--- src/rtl/conv_window_sequencer.sv ---
// conv_window_sequencer
//   Steps a convolution unit through the windows of one layer pass. For each
//   window it clears the unit for one cycle, then waits ACC = D*F + PE_LAT
//   cycles for the result. It captures the result, with optional ReLU, and
//   holds it on a valid/ready output until downstream accepts it.
//
// Ports
//   clk        rising-edge clock
//   reset      synchronous, active-low reset
//   start      request one pass (accepted only while idle)
//   num_win    number of windows, sampled on start acceptance
//   cu_reset   active-low clear to the convolution unit
//   win_idx    current window index (slice select for the convolution unit)
//   cu_result  signed result from the convolution unit
//   out_data   captured (optionally clamped) result
//   out_idx    window index belonging to out_data
//   out_valid  out_data/out_idx valid
//   out_ready  downstream accept
//   busy       pass in progress
//   done       one-cycle end-of-pass pulse
module conv_window_sequencer #(
  parameter int DATA_WIDTH = 16,
  parameter int D          = 1,
  parameter int F          = 64,
  parameter int PE_LAT     = 2,
  parameter int IDX_W      = 10,
  parameter int RELU       = 1
) (
  input  logic                  clk,
  input  logic                  reset,
  input  logic                  start,
  input  logic [IDX_W-1:0]      num_win,
  output logic                  cu_reset,
  output logic [IDX_W-1:0]      win_idx,
  input  logic [DATA_WIDTH-1:0] cu_result,
  output logic [DATA_WIDTH-1:0] out_data,
  output logic [IDX_W-1:0]      out_idx,
  output logic                  out_valid,
  input  logic                  out_ready,
  output logic                  busy,
  output logic                  done
);

  localparam int ACC   = D * F + PE_LAT;
  localparam int CNT_W = (ACC > 1) ? $clog2(ACC) : 1;
  localparam logic [CNT_W-1:0] CNT_LAST = CNT_W'(ACC - 1);
  localparam logic [CNT_W-1:0] CNT_ONE  = CNT_W'(1);
  localparam logic [CNT_W-1:0] CNT_ZERO = {CNT_W{1'b0}};
  localparam logic [IDX_W-1:0] IDX_ONE  = IDX_W'(1);
  localparam logic [IDX_W-1:0] IDX_ZERO = {IDX_W{1'b0}};
  localparam logic [DATA_WIDTH-1:0] DATA_ZERO = {DATA_WIDTH{1'b0}};

  typedef enum logic [1:0] {
    IDLE  = 2'd0,
    CLEAR = 2'd1,
    RUN   = 2'd2,
    HOLD  = 2'd3
  } state_t;

  state_t                state_r,     state_s;
  logic [IDX_W-1:0]      num_lat_r,   num_lat_s;
  logic [IDX_W-1:0]      win_idx_r,   win_idx_s;
  logic [CNT_W-1:0]      cnt_r,       cnt_s;
  logic [DATA_WIDTH-1:0] out_data_r,  out_data_s;
  logic [IDX_W-1:0]      out_idx_r,   out_idx_s;
  logic                  out_valid_r, out_valid_s;
  logic                  busy_r,      busy_s;
  logic                  done_r,      done_s;
  logic                  cu_reset_r,  cu_reset_s;

  // Next-state and next-output logic; every output is registered, so
  // cu_reset_s is low exactly when the next state is CLEAR.
  always_comb begin
    state_s     = state_r;
    num_lat_s   = num_lat_r;
    win_idx_s   = win_idx_r;
    cnt_s       = cnt_r;
    out_data_s  = out_data_r;
    out_idx_s   = out_idx_r;
    out_valid_s = out_valid_r;
    busy_s      = busy_r;
    done_s      = 1'b0;
    cu_reset_s  = 1'b1;
    case (state_r)
      IDLE: begin
        if (start) begin
          if (num_win != IDX_ZERO) begin
            num_lat_s  = num_win;
            win_idx_s  = IDX_ZERO;
            cnt_s      = CNT_ZERO;
            busy_s     = 1'b1;
            cu_reset_s = 1'b0;
            state_s    = CLEAR;
          end else begin
            // Empty pass: report completion without touching the unit.
            done_s = 1'b1;
          end
        end else begin
          state_s = IDLE;
        end
      end
      CLEAR: begin
        cnt_s   = CNT_ZERO;
        state_s = RUN;
      end
      RUN: begin
        if (cnt_r == CNT_LAST) begin
          // Result is valid on cu_result during the last accumulate cycle.
          if ((RELU != 0) && cu_result[DATA_WIDTH-1]) begin
            out_data_s = DATA_ZERO;
          end else begin
            out_data_s = cu_result;
          end
          out_idx_s   = win_idx_r;
          out_valid_s = 1'b1;
          state_s     = HOLD;
        end else begin
          cnt_s = cnt_r + CNT_ONE;
        end
      end
      HOLD: begin
        if (out_ready) begin
          out_valid_s = 1'b0;
          if (win_idx_r == (num_lat_r - IDX_ONE)) begin
            busy_s  = 1'b0;
            done_s  = 1'b1;
            state_s = IDLE;
          end else begin
            win_idx_s  = win_idx_r + IDX_ONE;
            cu_reset_s = 1'b0;
            state_s    = CLEAR;
          end
        end else begin
          state_s = HOLD;
        end
      end
      default: begin
        state_s     = IDLE;
        busy_s      = 1'b0;
        out_valid_s = 1'b0;
      end
    endcase
  end

  // State and output registers with synchronous active-low reset.
  always_ff @(posedge clk) begin
    if (!reset) begin
      state_r     <= IDLE;
      num_lat_r   <= IDX_ZERO;
      win_idx_r   <= IDX_ZERO;
      cnt_r       <= CNT_ZERO;
      out_data_r  <= DATA_ZERO;
      out_idx_r   <= IDX_ZERO;
      out_valid_r <= 1'b0;
      busy_r      <= 1'b0;
      done_r      <= 1'b0;
      cu_reset_r  <= 1'b0;
    end else begin
      state_r     <= state_s;
      num_lat_r   <= num_lat_s;
      win_idx_r   <= win_idx_s;
      cnt_r       <= cnt_s;
      out_data_r  <= out_data_s;
      out_idx_r   <= out_idx_s;
      out_valid_r <= out_valid_s;
      busy_r      <= busy_s;
      done_r      <= done_s;
      cu_reset_r  <= cu_reset_s;
    end
  end

  assign cu_reset  = cu_reset_r;
  assign win_idx   = win_idx_r;
  assign out_data  = out_data_r;
  assign out_idx   = out_idx_r;
  assign out_valid = out_valid_r;
  assign busy      = busy_r;
  assign done      = done_r;

endmodule

--- config.mk ---
export PLATFORM = sky130hd
export DESIGN_NAME = conv_window_sequencer
export DESIGN_NICKNAME = d
export VERILOG_FILES = /design/src/rtl/conv_window_sequencer.sv
export SDC_FILE = /design/constraint.sdc
export NUM_CORES = 1
export LEC_CHECK = 0
export CAP_MARGIN = 20
export CORE_ASPECT_RATIO = 1.5
export CORE_MARGIN = 8
export CORE_UTILIZATION = 54
export DETAILED_ROUTE_END_ITERATION = 6
export GPL_ROUTABILITY_DRIVEN = 0
export PLACE_DENSITY = 0.93
export SLEW_MARGIN = 15
export SYNTH_ARGS = -nofsm -noshare
export SYNTH_HDL_FRONTEND = slang
export SYNTH_SLANG_ARGS = --single-unit
export TNS_END_PERCENT = 1
--- constraint.sdc ---
create_clock -name clk -period 3.5 [get_ports clk]
set_clock_uncertainty 0.1 [all_clocks]
set_input_delay 0.525 -clock clk [delete_from_list [all_inputs] [get_ports clk]]
set_output_delay 0.525 -clock clk [all_outputs]
set_load 0.01 [all_outputs]
* Yosys cells after proc, flatten, opt, wreduce, memory -nomap -nowiden
Cells that the tools add are included.
** Operators by class
- Add/subtract/negate cells :: 3
- Eq/ne operators :: 13
- Mux-type cells :: 32
- Reduce and logical (&&, ||, !) cells :: 12
** Operator list (number)
- 2-to-1 mux 10 bit :: 4
- 2-to-1 mux 7 bit :: 3
- one-hot mux 7 bit (3 select lines) :: 1
- one-hot mux 10 bit (2 select lines) :: 1
- 2-to-1 mux 15 bit :: 1
- inequality test 2 bit (second input constant) :: 7
- 2-to-1 mux 1 bit :: 13
- adder 10 x 1 -> 10 bit (second input constant) :: 1
- equality test 10 bit :: 1
- AND reduction 5 bit :: 2
- nonzero test 10 bit :: 1
- subtractor 10 x 1 -> 10 bit (second input constant) :: 1
- 2-to-1 mux 2 bit :: 4
- one-hot mux 1 bit (2 select lines) :: 4
- one-hot mux 2 bit (4 select lines) :: 1
- adder 7 x 1 -> 7 bit (second input constant) :: 1
- equality test 7 bit (second input constant) :: 1
- AND reduction 3 bit :: 2
- equality test 2 bit (second input constant) :: 2
- AND reduction 2 bit :: 2
- AND reduction 4 bit :: 1
- nonzero test 2 bit :: 2
- inequality test 3 bit (second input constant) :: 1
- nonzero test 3 bit :: 1
- 2 further kinds :: 2
** Storage, ports and cells
- Flip-flop bits (word level) :: 59
- Input bits :: 30
- Output and inout bits :: 40
- Logic and storage cells :: 70

* Longest topological paths before layout
Gate-level depths: netlist of run 1.
- Depth after elaboration :: 5
- Mapped depth :: 11
- Gate-level depth less buffers :: 9

* Worst setup path after synthesis of run 1
Ideal clock, no wire load.
- Path type :: reg2reg
- Start :: register num_lat_r[0]
- End :: register win_idx_r[9], in the netlist win_idx[9]
- Library setup time :: 0.071 ns
- Data arrival time :: 2.127 ns
- Required time :: 3.329 ns
- Path slack :: 1.202 ns
- Cell stages (with the launch flop) :: 11
- Buffers on the path :: 2
- Period minus slack after synthesis :: 2.298 ns
- Cell sequence :: dfxtp_1 inv_1 ha_1 clkbuf_8 and4b_2 o21ai_0 a21o_2 o21ai_2 buf_6 or4_1 a21oi_1
** On the way
- Longest elaborated chain between the ends :: 4
** Ends and longest elaborated chain
- start: declaration :: line 61 : logic [IDX_W-1:0] num_lat_r, num_lat_s;
- start signal: assignment :: line 160 : num_lat_r <= num_lat_s;
- subtractor 10 x 1 -> 10 bit :: line 124 : if (win_idx_r == (num_lat_r - IDX_ONE)) begin
- equality test 10 bit :: line 124
- inequality test 2 bit (no line)
- AND reduction 5 bit (no line)
- end signal: assignment :: line 161 : win_idx_r <= win_idx_s;
- end: declaration :: line 62 : logic [IDX_W-1:0] win_idx_r, win_idx_s;
No other way between the ends.
A chain may end at the register's enable or synchronous reset.

* Worst setup path after layout of run 1
- Start :: register num_lat_r[0]
- End :: register state_r[0]
** On the way
- Longest elaborated chain between the ends :: 5
** Ends and longest elaborated chain
- subtractor 10 x 1 -> 10 bit :: line 124
- equality test 10 bit :: line 124
- 2-to-1 mux 1 bit :: line 124
- 2-to-1 mux 2 bit :: line 122 : if (out_ready) begin
- one-hot mux 2 bit (4 select lines) :: line 84 : case (state_r)
- end signal: assignment :: line 159 : state_r <= state_s;
- end: declaration :: line 60 : state_t state_r, state_s;
No other way between the ends.

==> results_dict.tcl, run 1 <==
set metrics [dict create \
    period_needed_ns 2.735 \
    synth_edf_count 0 \
    hold_viol 0 \
    area_growth_pct 29.92 \
    synth_area_leaders "dfxtp_1 (39%), nor2b_1 (6.3%), a21oi_1 (5.0%)" \
    die-area_mm2 0.008196 \
    vias_per_cell 5.565 \
    crit_cells 9 \
    coreArea_mm2 0.005409 \
    r2r-end "state_r[0]$_SDFFE_PN0P_" \
    dpl.hpwl_mm 5.420 \
    synth_fp_nets 385 \
    path_buf_inv 1 \
    die_y_um 107.0 \
    crit_end "state_r[0]$_SDFFE_PN0P_" \
    hp-class "reg2reg" \
    root_buffer "clkbuf_8" \
    multi_input_area_mm2 0.001687 \
    setup_viol 0 \
    p_sw_frac 0.3191 \
    period_share 0.7814 \
    cts_buffers 9 \
    final_layout_size_suffix_gt1_frac 0.07711 \
    use_met1 0.1894 \
    cts_resized 0 \
    crit_fanout 10 \
    place_ws_ns 0.7195 \
    dp.cells 469 \
    ff2ff_path_depth 9 \
    p_leak_nw 1.428 \
    netlist_instances 347 \
    synth-compound-area-share 0.1445 \
    antenna_found_initial 0 \
    crit_chain "inv_1 > ha_1 > o21ba_2 > a221oi_1 > o221ai_1 > nor2_1 > o211ai_1 > a2111oi_0 > nor3_1" \
    num_rows 33 \
    critPathLaunchType "register" \
    syn_area_per_cell_um2 8.582 \
    clockBufferDepth 2 \
    grtUsageMet2 0.3362 \
    syn-cell-area_mm2 0.002978 \
    seq_area_mm2 0.001161 \
    critPathKind "reg2reg" \
    clk_latency_ns 0.34 \
    yosys_warnings 0 \
    die_width_um 76.64 \
    postCtsHoldBufs 0 \
    maxSlewViolCount 0 \
    worstPathRequired_ns 3.61 \
    avgRoutedWirePerCell_um 15.25 \
    antennaDiodeCount 0 \
    worst_slew_pin_slew_ns 0.5704 \
    first_pass_iters 5 \
    instances_no_fill 485 \
    synth.area.mux_share 0.04034 \
    drc 0 \
    vias 2699 \
    synth-simple-area-share 0.2908 \
    busiest_layer "met2" \
    end_kind "register" \
    final_antenna_net_count 0 \
    max-cap-violations 0 \
    clk_pin_slew_ns 0.07 \
    finalSetupTns_ns 0 \
    p_int_mw 1.305 \
    clock-sinks 58 \
    fillers 425 \
    ys_top_cells_by_count "dfxtp_1 (58), nand2_1 (37), a21oi_1 (30), nor2b_1 (30), nor3b_1 (17)" \
    start_util 0.5505 \
    io_buffer_count 68 \
    layout.nets 448 \
    grtUsageTotal 0.1891 \
    synthFlopType "dfxtp_1" \
    status "complete, no violations" \
    drt-initial-drc-count 110 \
    rsz0062_at_grt "no" \
    cts_tree "yes" \
    p_seq_frac 0.397 \
    max_slew_margin 0.6172 \
    ys_types 55 \
    ios 70 \
    r2r-start "num_lat_r[0]$_SDFFE_PN0P_" \
    yosysTopAreaCell "dfxtp_1" \
    synth_top_area_share 0.3899 \
    gr-total-overflow 0 \
    fmaxAchievable_ghz 0.3657 \
    synth_fa_ha_area_frac 0.03361 \
    power.share.clock 0.326 \
    yosysMostFrequentCell "dfxtp_1" \
    peakVddDrop_mv 0.3876 \
    reg2reg_setup_slack_ns 0.77 \
    synth_top_family_by_area "simple AND/OR/NAND/NOR gates" \
    whs_ns 0.3971 \
    cp.arrival_ns 2.84 \
    cts-htree-levels 3 \
    ys_seq_elements 58 \
    async_flop_share 0 \
    crit_path_start "num_lat_r[0]$_SDFFE_PN0P_" \
    first_global_vias 2784 \
    met3_usage 0.06365 \
    wl_mm 7.396 \
    yosysSeqAreaShare 0.3899 \
    p_sw_uw 611.4 \
    cts_setup_buffers 0 \
    finalWorstSetupSlack_ns 0.7653 \
    critical_path.top_delay_family "compound AO/OA/AOI/OAI gates" \
    power_density_mw_per_mm2 495.3 \
    grt_pass1_wl_mm 12.67 \
    cp_slowest_cell "a2111oi_0" \
    pwr-share-comb 0.277 \
    slowest_delay_ns 0.51 \
    yosys.area_share.xor_xnor 0.05588 \
    grt_max_degree 43 \
]
power by group through the flow:
stage	clock (mW)	combinational, mW	sequential [mW]
floorplan	0	0.417	0.759
global placement	0	0.502	0.769
detailed placement	0	0.523	0.772
CTS	0.636	0.526	0.758
global route	0.667	0.588	0.767
finish	0.626	0.530	0.761
sequential cells by signal, summed over array words and instances (netlist names):
signal	flops
state_r	2
num_lat_r	10
cu_reset	1
cnt_r	7
out_valid	1
out_idx	10
done	1
win_idx	10
busy	1
out_data	15
cell usage in the layout (no fill, tap or decap), drive strengths merged, types with 10 or more instances in the layout:
cell            n
clkdlybuf4s50  68
dfxtp          58
nand2          37
a21oi          30
nor2b          30
nor3b          17
nor2           16
mux2i          12
clkbuf         11
nand3          10
xnor2          10
o21ai          10
worst register-to-register path, stage by stage, from the launching register on:
cell and delay (ns):
dfxtp_1 0.46, inv_1 0.08, ha_1 0.32, o21ba_2 0.25, a221oi_1 0.29, o221ai_1 0.21
nor2_1 0.13, o211ai_1 0.17, a2111oi_0 0.51, nor3_1 0.08
kinds of logic (layout without fill, tap and decap cells):
group / Yosys count / after routing
xor+xnor: 19 / 19
fa+ha+maj: 8 / 8
simple gates: 154 / 154
mux: 12 / 12
other cells: 1 / 1
compound gates: 68 / 68
flops: 58 / 58
buf+inv: 27 / 95
layout make-up:
| type | count | share of cell area |
|---|---|---|
| Clock buffer | 11 | 0.03913 |
| Inverter | 9 | 0.008732 |
| Sequential cell | 58 | 0.3001 |
| Timing Repair Buffer | 70 | 0.1798 |
| Clock inverter | 5 | 0.01358 |
| Tap cell | 70 | 0.02264 |
| Multi-Input combinational cell | 262 | 0.4360 |
how the worst min path moves through the flow:
stage,start,cells after the start,endpoint
finish,num_lat_r[9]$_SDFFE_PN0P_,2,num_lat_r[9]$_SDFFE_PN0P_
global route,num_lat_r[9]$_SDFFE_PN0P_,2,num_lat_r[9]$_SDFFE_PN0P_
CTS,num_lat_r[9]$_SDFFE_PN0P_,2,num_lat_r[9]$_SDFFE_PN0P_
detailed placement,num_lat_r[9]$_SDFFE_PN0P_,2,num_lat_r[9]$_SDFFE_PN0P_
global placement,num_lat_r[9]$_SDFFE_PN0P_,2,num_lat_r[9]$_SDFFE_PN0P_
floorplan,num_lat_r[9]$_SDFFE_PN0P_,2,num_lat_r[9]$_SDFFE_PN0P_
metrics by stage:
stage,power [mW],instance area [um2],utilization
3_3_place_gp,1.271,3665,0.6775
2_1_floorplan,1.177,2978,-
4_1_cts,1.921,3869,0.7152
6_report,1.916,3869,0.7152
5_1_grt,2.022,3869,0.7152
3_5_place_dp,1.294,3665,0.6775
metal layers:
metal,vias to the layer above,part of all wire
li1,1333,-
met1,1246,0.40
met2,110,0.51
met3,10,0.068
met4,0,0.021
met5,-,0
(Power assumes the default switching activity.)
==> inputs of run 2 (changes only) <==
--- a/config.mk
+++ b/config.mk
@@ -8,10 +8,10 @@
 export CAP_MARGIN = 20
 export CORE_ASPECT_RATIO = 1.5
 export CORE_MARGIN = 8
-export CORE_UTILIZATION = 54
+export CORE_UTILIZATION = 45
 export DETAILED_ROUTE_END_ITERATION = 6
 export GPL_ROUTABILITY_DRIVEN = 0
-export PLACE_DENSITY = 0.93
+export PLACE_DENSITY = 0.83
 export SLEW_MARGIN = 15
 export SYNTH_ARGS = -nofsm -noshare
 export SYNTH_HDL_FRONTEND = slang
==> constraint.sdc (replaced) <==
create_clock -name clk -period 2.3 [get_ports clk]
set_clock_uncertainty 0.1 [all_clocks]
set_input_delay 0.345 -clock clk [delete_from_list [all_inputs] [get_ports clk]]
set_output_delay 0.345 -clock clk [all_outputs]
set_load 0.01 [all_outputs]
==> run 2 against run 1 <==
Against the previous run: the flow now finishes with violations (negative setup slack); clock power increased by 66%; count of clock-buffer cells in the layout increased by 2; combinational power rose by 130%; critical path depth did not move; non-clock buffer count up 44; core utilization is 1.3 points lower; global-route usage decreased by 1.7 points; critical path type unchanged; largest power group is now combinational cells.
==> results_dict.tcl, run 2 (same netlist as run 1, synthesis figures left out) <==
set metrics [dict create \
    status "finished, violations left" \
    violations "negative setup slack" \
    gr-total-overflow 0 \
    rsz0062_at_grt "yes" \
    cp.arrival_ns 2.54 \
    mostFrequentLayoutCells "clkdlybuf4s50_1 (68), dfxtp_1 (53), buf_4 (40)" \
    crit_top_cell "buf_4" \
    finalWorstSetupSlack_ns -0.06545 \
    clock-sinks 58 \
    hold_viol 0 \
    first_global_vias 2910 \
    grt_pass1_wl_mm 12.81 \
    slowest_delay_ns 0.46 \
    hp-class "reg2reg" \
    root_buffer "clkbuf_8" \
    die_width_um 82.42 \
    maxSlewViolCount 0 \
    critPathKind "reg2reg" \
    critPathLaunchType "register" \
    period_needed_ns 2.365 \
    layout.nets 493 \
    die_y_um 115.6 \
    clockBufferDepth 2 \
    cp_slowest_cell "or3_1" \
    period_share 1.028 \
    crit_fanout 5 \
    num_rows 36 \
    vias 3028 \
    worstPathRequired_ns 2.47 \
    p_leak_nw 1.752 \
    wl_mm 9.223 \
    max_slew_margin 0.4989 \
    final_layout_size_suffix_gt1_frac 0.2462 \
    fmaxAchievable_ghz 0.4228 \
    cts_tree "yes" \
    io_buffer_count 68 \
    antennaDiodeCount 0 \
    peakVddDrop_mv 0.4485 \
    power_density_mw_per_mm2 755.4 \
    cts_setup_buffers 0 \
    dpl.hpwl_mm 5.966 \
    cts-htree-levels 3 \
    drc 0 \
    max-cap-violations 0 \
    place_ws_ns -0.2437 \
    clk_pin_slew_ns 0.06 \
    ios 70 \
    coreArea_mm2 0.006441 \
    layout_commonest_cell "clkdlybuf4s50_1" \
    finalSetupTns_ns -0.2703 \
    end_kind "register" \
    drt-initial-drc-count 170 \
    final_antenna_net_count 0 \
    vias_per_cell 5.660 \
    grtUsageTotal 0.1716 \
    grt_max_degree 42 \
    start_util 0.4623 \
    clk_latency_ns 0.34 \
    setup_viol 9 \
    total_power_mw 3.418 \
    first_pass_iters 5 \
    antenna_found_initial 0 \
    area_growth_pct 51.93 \
    avgRoutedWirePerCell_um 17.24 \
    fillers 469 \
    worst_slew_pin_slew_ns 0.7493 \
    die-area_mm2 0.009530 \
    crit_chain "or3_1 > buf_4 > nor2_1 > o21ai_2 > a21o_4 > o21ai_4 > buf_4 > o31ai_1 > a21oi_2" \
    cts_buffers 9 \
    largest_reg_flops 15 \
]
[run 2: cell count changes in the layout (fill, tap and decap cells not counted), sizes merged]
cell and delta:
buf +41, bufinv +1, clkbuf +5, clkinv -3
clkinvlp -1, o21ai +1
[run 2: power by group]
| part | leakage, nW | switching [mW] | internal, mW | total, mW |
|---|---|---|---|---|
| clock | 0.110 | 0.378 | 0.664 | 1.04 |
| combinational | 1.17 | 0.620 | 0.595 | 1.22 |
| sequential | 0.472 | 0.0840 | 1.08 | 1.16 |
[run 2: stage by stage]
step           cells    util  area, um2  hold slack, ns
5_1_grt          535  0.7024       4524          0.4195
3_3_place_gp     515  0.6187       3985          0.3714
2_1_floorplan    347       -       2978          0.3569
4_1_cts          531  0.6669       4295          0.3922
6_report         535  0.7024       4524          0.3867
3_5_place_dp     515  0.6187       3985          0.3833
[run 2: critical path: cells and delay by family (launching register included)]
family / cells / cell delay [ns]
flops: 1 / 0.38
buf+inv: 2 / 0.32
simple gates: 2 / 0.70
compound gates: 5 / 0.81
[run 2: worst paths after layout]
path / end / slack, ns / from / cells after the start
hold / removal: num_lat_r[9]$_SDFFE_PN0P_ / 0.39 / num_lat_r[9]$_SDFFE_PN0P_ / 2
hold reg to reg: num_lat_r[9]$_SDFFE_PN0P_ / 0.39 / num_lat_r[9]$_SDFFE_PN0P_ / 2
setup / recovery: win_idx[5]$_SDFFE_PN0P_ / -0.07 / num_lat_r[4]$_SDFFE_PN0P_ / 9
setup reg to reg: win_idx[5]$_SDFFE_PN0P_ / -0.07 / num_lat_r[4]$_SDFFE_PN0P_ / 9
[run 2: layer usage]
layer  global-route usage  wire length [um]  share of wire  up-vias
met5                    0                 0              0        -
met1               0.1738              3428           0.37     1394
met4               0.1153               459          0.050        0
met3              0.04037               720          0.078       44
met2               0.2984              4614           0.50      153
li1                     -                 -              -     1437
[run 2: repair_timing]
action	CTS	global route
hold buffers	0	0
endpoints found under the hold margin	0	0
gates resized for setup	20	33
setup endpoints to repair	15	31
pin swaps	5	14
cloned	1	4
[run 2: cell type report]
type	instances	area (um2)	share of cell area
repair buffers	114	1099	0.2428
clock buffers	13	158.9	0.03512
inverters	9	33.78	0.007467
well taps	76	95.09	0.02102
clock inverters	2	60.06	0.01327
flip-flops and latches	58	1170	0.2586
multi-input cells	263	1908	0.4217
==> inputs of run 3 (changes only) <==
--- a/config.mk
+++ b/config.mk
@@ -5,12 +5,14 @@
 export SDC_FILE = /design/constraint.sdc
 export NUM_CORES = 1
 export LEC_CHECK = 0
+export ABC_CLOCK_PERIOD_IN_PS = 2300
 export CAP_MARGIN = 20
 export CORE_ASPECT_RATIO = 1.5
 export CORE_MARGIN = 8
 export CORE_UTILIZATION = 45
 export DETAILED_ROUTE_END_ITERATION = 6
 export GPL_ROUTABILITY_DRIVEN = 0
+export GPL_TIMING_DRIVEN = 0
 export PLACE_DENSITY = 0.83
 export SLEW_MARGIN = 15
 export SYNTH_ARGS = -nofsm -noshare
==> run 3 against run 2 <==
Against the previous run: the flow still finishes with violations (negative setup slack); sequential share of layout area is 2.0 points higher; critical path depth is 1 lower; core utilization down 4.8 points; clock power about the same; highest routed layer unchanged.
==> results_dict.tcl, run 3 (same netlist as run 1, synthesis figures left out) <==
set metrics [dict create \
    status "finished, violations left" \
    violations "negative setup slack" \
    avgRoutedWirePerCell_um 16.67 \
    hp-class "reg2reg" \
    r2r-end "win_idx[3]$_SDFFE_PN0P_" \
    worstPathRequired_ns 2.47 \
    root_buffer "clkbuf_8" \
    cp_slowest_cell "or3_4" \
    die_y_um 115.6 \
    period_needed_ns 2.346 \
    coreArea_mm2 0.006441 \
    die_width_um 82.42 \
    clock-sinks 58 \
    maxSlewViolCount 0 \
    cts-htree-levels 3 \
    final_area_mm2 0.004215 \
    finalWorstSetupSlack_ns -0.04562 \
    min_to "num_lat_r[8]$_SDFFE_PN0P_" \
    first_pass_iters 4 \
    final_layout_size_suffix_gt1_frac 0.1766 \
    end_kind "register" \
    path_buf_inv 1 \
    layout_commonest_cell "clkdlybuf4s50_1" \
    mostFrequentLayoutCells "clkdlybuf4s50_1 (68), dfxtp_1 (51), nand2_1 (36)" \
    total_power_mw 3.297 \
    clockBufferDepth 2 \
    wl_mm 8.533 \
    clk_latency_ns 0.34 \
    grt_pass1_wl_mm 13.50 \
    crit_fanout 5 \
    ios 70 \
    hp-start "num_lat_r[8]$_SDFFE_PN0P_" \
    r2r-start "num_lat_r[1]$_SDFFE_PN0P_" \
    utilization 0.6544 \
    io_buffer_count 68 \
    max-cap-violations 0 \
    seq_area_mm2 0.001175 \
    max_slew_margin 0.6141 \
    power_density_mw_per_mm2 782.2 \
    dpl.hpwl_mm 5.936 \
    vias_per_cell 5.639 \
    largest_reg_flops 15 \
    grtUsageTotal 0.1792 \
    slowest_delay_ns 0.40 \
    vias 2887 \
    worst_slew_pin_slew_ns 0.5727 \
    rsz0062_at_grt "yes" \
    cts_tree "yes" \
    area_growth_pct 41.55 \
    fmaxAchievable_ghz 0.4263 \
    critical_path.top_delay_family "compound AO/OA/AOI/OAI gates" \
    first_global_vias 2925 \
    fillers 494 \
    drt-initial-drc-count 127 \
    whs_ns 0.4060 \
    crit_chain "or3_4 > a211oi_2 > a2bb2oi_2 > a21o_2 > o21ai_4 > buf_6 > or3_2 > a21oi_1" \
    peakVddDrop_mv 0.4582 \
    num_rows 36 \
    grt_max_degree 12 \
    cts_buffers 9 \
    period_share 1.020 \
    antennaDiodeCount 0 \
    hold_viol 0 \
    min_path_cells 2 \
    p_leak_nw 1.559 \
    critPathLaunchType "register" \
    layout.nets 469 \
    cp.arrival_ns 2.52 \
    gr-total-overflow 0 \
    clk_pin_slew_ns 0.07 \
    die-area_mm2 0.009530 \
    post_dp_cell_area_mm2 0.003754 \
    ff2ff_path_depth 8 \
    critPathKind "reg2reg" \
    multi_input_area_mm2 0.001826 \
    finalSetupTns_ns -0.1071 \
    setup_viol 4 \
    reg2reg_setup_slack_ns -0.05 \
    final_antenna_net_count 0 \
    antenna_found_initial 0 \
    drc 0 \
    start_util 0.4623 \
]
## run 3: cell count changes in the layout (fill, tap and decap cells not counted), moves of 3 or more
cell      delta
nor3b_2      -3
buf_4       -36
nor3b_1      +5
or4_1        +3
or4_4        -3
buf_8        +3
clkbuf_1     +7
## run 3: report_power, final
group,total (mW),internal (mW),switching [mW]
Clock,1.04,0.636,0.407
Combinational,1.09,0.522,0.570
Sequential,1.16,1.08,0.0839
Total,3.30,2.24,1.06
## run 3: repair_timing
action | CTS | global route
setup endpoints to repair | 42 | 51
gates cloned | 2 | 1
resized for setup | 37 | 20
pin swaps | 13 | 4
hold buffers | 0 | 0
buffers inserted | 3 | 0
## run 3: worst reg2reg max path, stage by stage (launching register included)
cell and delay, ns:
dfxtp_4 0.37, or3_4 0.40, a211oi_2 0.25, a2bb2oi_2 0.20, a21o_2 0.20, o21ai_4 0.08, buf_6 0.13, or3_2 0.40
a21oi_1 0.15
## run 3: stage by stage
stage / std cells / worst slack, ns
2_1_floorplan: 347 / 0.001943
3_5_place_dp: 491 / -0.3439
4_1_cts: 511 / -0.02279
5_1_grt: 512 / -0.1330
6_report: 512 / -0.04562
3_3_place_gp: 491 / -0.3518
## run 3: layout make-up
type,count,share of cell area
multi-input cells,262,0.4331
flip-flops and latches,58,0.2787
repair buffers,74,0.1772
clock buffers,11,0.03354
plain buffers,17,0.02850
well taps,76,0.02256
clock inverters,5,0.01840
inverters,9,0.008014
## run 3: worst max-delay path by stage
| stage | cells past startpoint | to | from |
|---|---|---|---|
| 2_1_floorplan | 10 | win_idx[9]$_SDFFE_PN0P_ | num_lat_r[0]$_SDFFE_PN0P_ |
| 3_3_place_gp | 9 | win_idx[9]$_SDFFE_PN0P_ | start |
| 3_5_place_dp | 9 | win_idx[9]$_SDFFE_PN0P_ | start |
| 4_1_cts | 9 | out_data[14]$_SDFFE_PN0P_ | cnt_r[1]$_SDFFE_PN0P_ |
| 5_1_grt | 11 | win_idx[9]$_SDFFE_PN0P_ | num_lat_r[0]$_SDFFE_PN0P_ |
| 6_report | 8 | win_idx[3]$_SDFFE_PN0P_ | num_lat_r[1]$_SDFFE_PN0P_ |
## run 3: metal layers
layer / vias up / track usage / part of all wire
met5: - / 0 / 0
met4: 0 / 0.08353 / 0.039
met3: 26 / 0.04891 / 0.060
met2: 106 / 0.3136 / 0.51
met1: 1368 / 0.1902 / 0.39
li1: 1387 / - / -
